$ cat src/rtl/load_arbiter.sv
// load_arbiter: fills two buffers from two valid/ready streams through one shared
// write port. Each load phase accepts exactly A_WORDS words from stream a and
// B_WORDS words from stream b. When both streams have a word pending, the
// streams take turns (round-robin). data_ready pulses for one cycle once every
// write of the phase has been issued.
//
// Ports
//   clk, rst_in           clock; synchronous active-high reset
//   start_load            begins a load phase (only honoured in IDLE)
//   a_valid/a_data/a_ready  stream a handshake
//   b_valid/b_data/b_ready  stream b handshake
//   buf_we/buf_sel/buf_addr/buf_wdata  registered buffer write port (sel 0 = a, 1 = b)
//   data_ready            one-cycle pulse in DONE
//   busy                  high in FILL and DONE
module load_arbiter #(
   parameter int unsigned DATA_WIDTH = 16,
   parameter int unsigned ADDR_WIDTH = 10,
   parameter int unsigned A_WORDS    = 64,
   parameter int unsigned B_WORDS    = 576
) (
   input  logic                  clk,
   input  logic                  rst_in,
   input  logic                  start_load,
   input  logic                  a_valid,
   input  logic [DATA_WIDTH-1:0] a_data,
   output logic                  a_ready,
   input  logic                  b_valid,
   input  logic [DATA_WIDTH-1:0] b_data,
   output logic                  b_ready,
   output logic                  buf_we,
   output logic                  buf_sel,
   output logic [ADDR_WIDTH-1:0] buf_addr,
   output logic [DATA_WIDTH-1:0] buf_wdata,
   output logic                  data_ready,
   output logic                  busy
);

   localparam int unsigned CNT_WIDTH = ADDR_WIDTH + 1;
   localparam logic [CNT_WIDTH-1:0] A_LAST = CNT_WIDTH'(A_WORDS);
   localparam logic [CNT_WIDTH-1:0] B_LAST = CNT_WIDTH'(B_WORDS);

   localparam logic [1:0] ST_IDLE = 2'd0;
   localparam logic [1:0] ST_FILL = 2'd1;
   localparam logic [1:0] ST_DONE = 2'd2;

   localparam logic PRIO_A = 1'b0;
   localparam logic PRIO_B = 1'b1;

   logic [1:0]           state;
   logic [1:0]           state_next;
   logic [CNT_WIDTH-1:0] a_cnt;
   logic [CNT_WIDTH-1:0] b_cnt;
   logic                 prio;

   logic fill;
   logic a_done;
   logic b_done;
   logic a_req;
   logic b_req;
   logic a_acc;
   logic b_acc;

   always_comb begin
      fill   = (state == ST_FILL);
      a_done = (a_cnt == A_LAST);
      b_done = (b_cnt == B_LAST);
      a_req  = fill & a_valid & ~a_done;
      b_req  = fill & b_valid & ~b_done;
      // A stream may go whenever the other has nothing pending, otherwise only on its turn,
      // so at most one word is accepted per cycle.
      a_ready = fill & ~a_done & (~b_req | (prio == PRIO_A));
      b_ready = fill & ~b_done & (~a_req | (prio == PRIO_B));
      a_acc   = a_valid & a_ready;
      b_acc   = b_valid & b_ready;
   end

   always_comb begin
      state_next = state;
      case (state)
         ST_IDLE: if (start_load) state_next = ST_FILL;
         ST_FILL: if (a_done && b_done) state_next = ST_DONE;
         ST_DONE: state_next = ST_IDLE;
         default: state_next = ST_IDLE;
      endcase
   end

   always_ff @(posedge clk) begin
      if (rst_in) begin
         state     <= ST_IDLE;
         a_cnt     <= '0;
         b_cnt     <= '0;
         prio      <= PRIO_A;
         buf_we    <= 1'b0;
         buf_sel   <= 1'b0;
         buf_addr  <= '0;
         buf_wdata <= '0;
      end else begin
         state <= state_next;

         if (state == ST_IDLE && start_load) begin
            a_cnt <= '0;
            b_cnt <= '0;
         end else begin
            if (a_acc) a_cnt <= a_cnt + 1'b1;
            if (b_acc) b_cnt <= b_cnt + 1'b1;
         end

         if (a_acc)      prio <= PRIO_B;
         else if (b_acc) prio <= PRIO_A;

         // Write port lags the accept by one cycle; sel/addr/wdata hold when idle.
         buf_we <= a_acc | b_acc;
         if (a_acc) begin
            buf_sel   <= 1'b0;
            buf_addr  <= a_cnt[ADDR_WIDTH-1:0];
            buf_wdata <= a_data;
         end else if (b_acc) begin
            buf_sel   <= 1'b1;
            buf_addr  <= b_cnt[ADDR_WIDTH-1:0];
            buf_wdata <= b_data;
         end
      end
   end

   assign data_ready = (state == ST_DONE);
   assign busy       = (state != ST_IDLE);

endmodule

$ cat config.mk
export PLATFORM = sky130hd
export DESIGN_NAME = load_arbiter
export DESIGN_NICKNAME = d
export VERILOG_FILES = /design/src/rtl/load_arbiter.sv
export SDC_FILE = /design/constraint.sdc
export NUM_CORES = 1
export LEC_CHECK = 0
export CAP_MARGIN = 5
export CORE_MARGIN = 10
export CORE_UTILIZATION = 49
export CTS_CLUSTER_SIZE = 14
export DETAILED_ROUTE_END_ITERATION = 6
export PLACE_DENSITY = 0.77
export REMOVE_ABC_BUFFERS = 1
export SETUP_SLACK_MARGIN = 0.5
export SYNTH_ARGS = -nofsm -noshare
export SYNTH_HDL_FRONTEND = slang
export SYNTH_SLANG_ARGS = --single-unit
$ cat constraint.sdc
create_clock -name clk -period 2.8 [get_ports clk]
set_input_delay 0.56 -clock clk [delete_from_list [all_inputs] [get_ports clk]]
set_output_delay 0.56 -clock clk [all_outputs]
set_load 0.02 [all_outputs]
==> reports/metrics.yaml <==
final_antenna_net_count: 0
critical_path_class: "flop to output port"
critPathTopFamily: "simple AND/OR/NAND/NOR gates"
async_reset_ff_share_pct: 0
num_rows: 26
clock_latency_ps: 310
power_density_mw_per_mm2: 420
gp_congestion: 0.847
area_delta_synth_final_pct: 34.2
ys_types: 44
startpoint_type: "flop"
layout-drive-gt1-share_pct: 13.5
avgSynthCellArea_sq_um: 8.71
required_ps: 2240
ctsHoldBuffers: 0
diodes: 0
grt_pass1_vias: 2697
synth_area_leader_cell: "dfxtp_1"
overflow: 0
wl_um: 8190
viasPerCell: 6.28
seq_area_frac_synth_pct: 39.3
crit_buf_inv: 1
final_cell_mix: "clkdlybuf4s50_1, dfxtp_1, nand3_1"
layout.cells.non_filler: 441
die-area_sq_mm: 0.00888
hold_slack_ps: 495
vias: 2768
ys_warn_count: 0
path_cells: "nor2b_1 > a311oi_4 > nor3_2 > buf_4"
path_clk_slew_ps: 100
synth-main-ff-cell: "dfxtp_1"
cts_buffers: 5
worstMarginPinSlew_ps: 671
clock_sinks: 53
post-place-cells: 428
drc_errors: 0
setup_tns_ps: 0
grt_max_degree: 42
worst_clock_skew_ps: 8.16
rrSetupSlack_ps: 660
crit_fanout: 6
synth-seq-cells: 53
grt_pass1_wl_um: 13000
port_buffers: 68
fin_crit_ps: 2240
synth_area_leaders: "dfxtp_1, a311oi_1, nand3_1"
htreeDepth: 2
coreArea_sq_mm: 0.00524
synth_edf_count: 0
setup-violations-final: 0
ios: 69
tritoncts: "built"
track_usage_pct: 17.9
mappedNetlistArea_sq_mm: 0.00270
start_util_pct: 51.6
cp_slowest_cell: "dfxtp_1"
synth_top_area_share_pct: 39.3
outcome: "complete, no violations"
hold_viol: 0
final_nets: 411
cts-root-buf: "clkbuf_8"
slew_headroom_pct: 55.3
critical_path_arrival_ps: 1680
timing.fmax_ghz: 0.446
syn_inst: 310
critPathMaxStageDelay_ps: 460
drt_pass1_iterations: 5
wl_per_cell_um: 18.6
die_w_um: 94.2
finalWorstSetupSlack_ps: 558
dpl_cell_area_sq_mm: 0.00344
antenna_found_initial: 0
rsz0062_at_grt: "no"
drt_iter0_drc: 208
clockBufferDepth: 2
finalCritPeriodShare_pct: 80.1
dp_slack_ps: 188
drv_slew: 0
min_path_type: "flop to flop"
power_leakage_nw: 1.16
final_common_cell: "clkdlybuf4s50_1"
dp_hpwl_um: 5600
cap_violations: 0
ir_drop_mv: 0.232
endpoint_kind: "output port"
dieHeight_um: 94.2
final_area_sq_mm: 0.00362
[registers in the layout (all words and copies together), names as in the netlist]
register   flops
state          2
buf_wdata     16
buf_we         1
buf_sel        1
buf_addr      10
prio           1
b_cnt         11
a_cnt         11
[Yosys cell counts, types with 5 or more instances]
cell / count
nor3_1: 23
a21oi_1: 23
dfxtp_1: 53
o31ai_1: 15
inv_1: 9
nor4b_1: 6
buf_2: 7
o21ai_0: 18
a311oi_1: 17
and3_1: 5
nand2_1: 14
nand3_1: 24
a221o_1: 7
clkbuf_1: 17
or4_1: 15
[where the power goes]
| part | switching (mW) | total [mW] | internal (mW) |
|---|---|---|---|
| Combinational | 0.155 | 0.291 | 0.135 |
| Clock | 0.258 | 0.434 | 0.177 |
| Sequential | 0.0158 | 0.795 | 0.780 |
[metal layers]
metal / up-vias / wire (um) / track usage (%)
met1: 1301 / 3470 / 21.3
met4: 0 / 112 / 5.06
li1: 1339 / - / -
met3: 9 / 1000 / 9.19
met2: 119 / 3610 / 27.6
met5: - / 0 / 0
[cell families (layout without fill, tap and decap cells)]
logic type / count (synthesis) / after routing / share of synthesized area, %
DFF: 53 / 53 / 39.3
adders and majority gates: 4 / 4 / 1.85
AOI/OAI and AO/OA: 97 / 97 / 25.0
and+or+nand+nor: 118 / 118 / 27.4
buffers and inverters: 37 / 98 / 6.02
muxes: 1 / 1 / 0.371
[final cells by class]
type                            count  area (sq um)
Sequential cell                    53          1070
Tap cell                           70          87.6
Clock inverter                      2          15.0
Inverter                            9          33.8
Fill cell                         454          1610
Timing Repair Buffer               81           786
Multi-Input combinational cell    220          1560
Clock buffer                        6          72.6
[per-stage QoR]
step | power, mW | utilization, %
after floorplan | 0.935 | -
after global placement | 1.09 | 65.8
after detailed placement | 1.10 | 65.8
after CTS | 1.52 | 67.8
after global routing | 1.58 | 69.2
final | 1.52 | 69.2
[path summary, 6_finish.rpt]
check | start | depth (start not counted) | to
max | a_cnt[6] | 4 | b_ready
min | b_cnt[10] | 2 | b_cnt[10]
max reg2reg | b_cnt[5] | 5 | buf_wdata[12]
min reg2reg | b_cnt[10] | 2 | b_cnt[10]
[worst register-to-register path, stage by stage (launching register included)]
cell	delay, ps
dfxtp_1	390
nor4_4	420
buf_4	200
a31o_2	260
nand2_1	400
a311oi_1	380
[what timing repair did]
action | 4_1_cts | 5_1_grt
setup buffers | 3 | 2
setup endpoints to repair | 2 | 9
pin swaps | 2 | 2
gates cloned | 0 | 0
resized for setup | 15 | 13
Note: power is estimated with default switching activity, not from simulation.
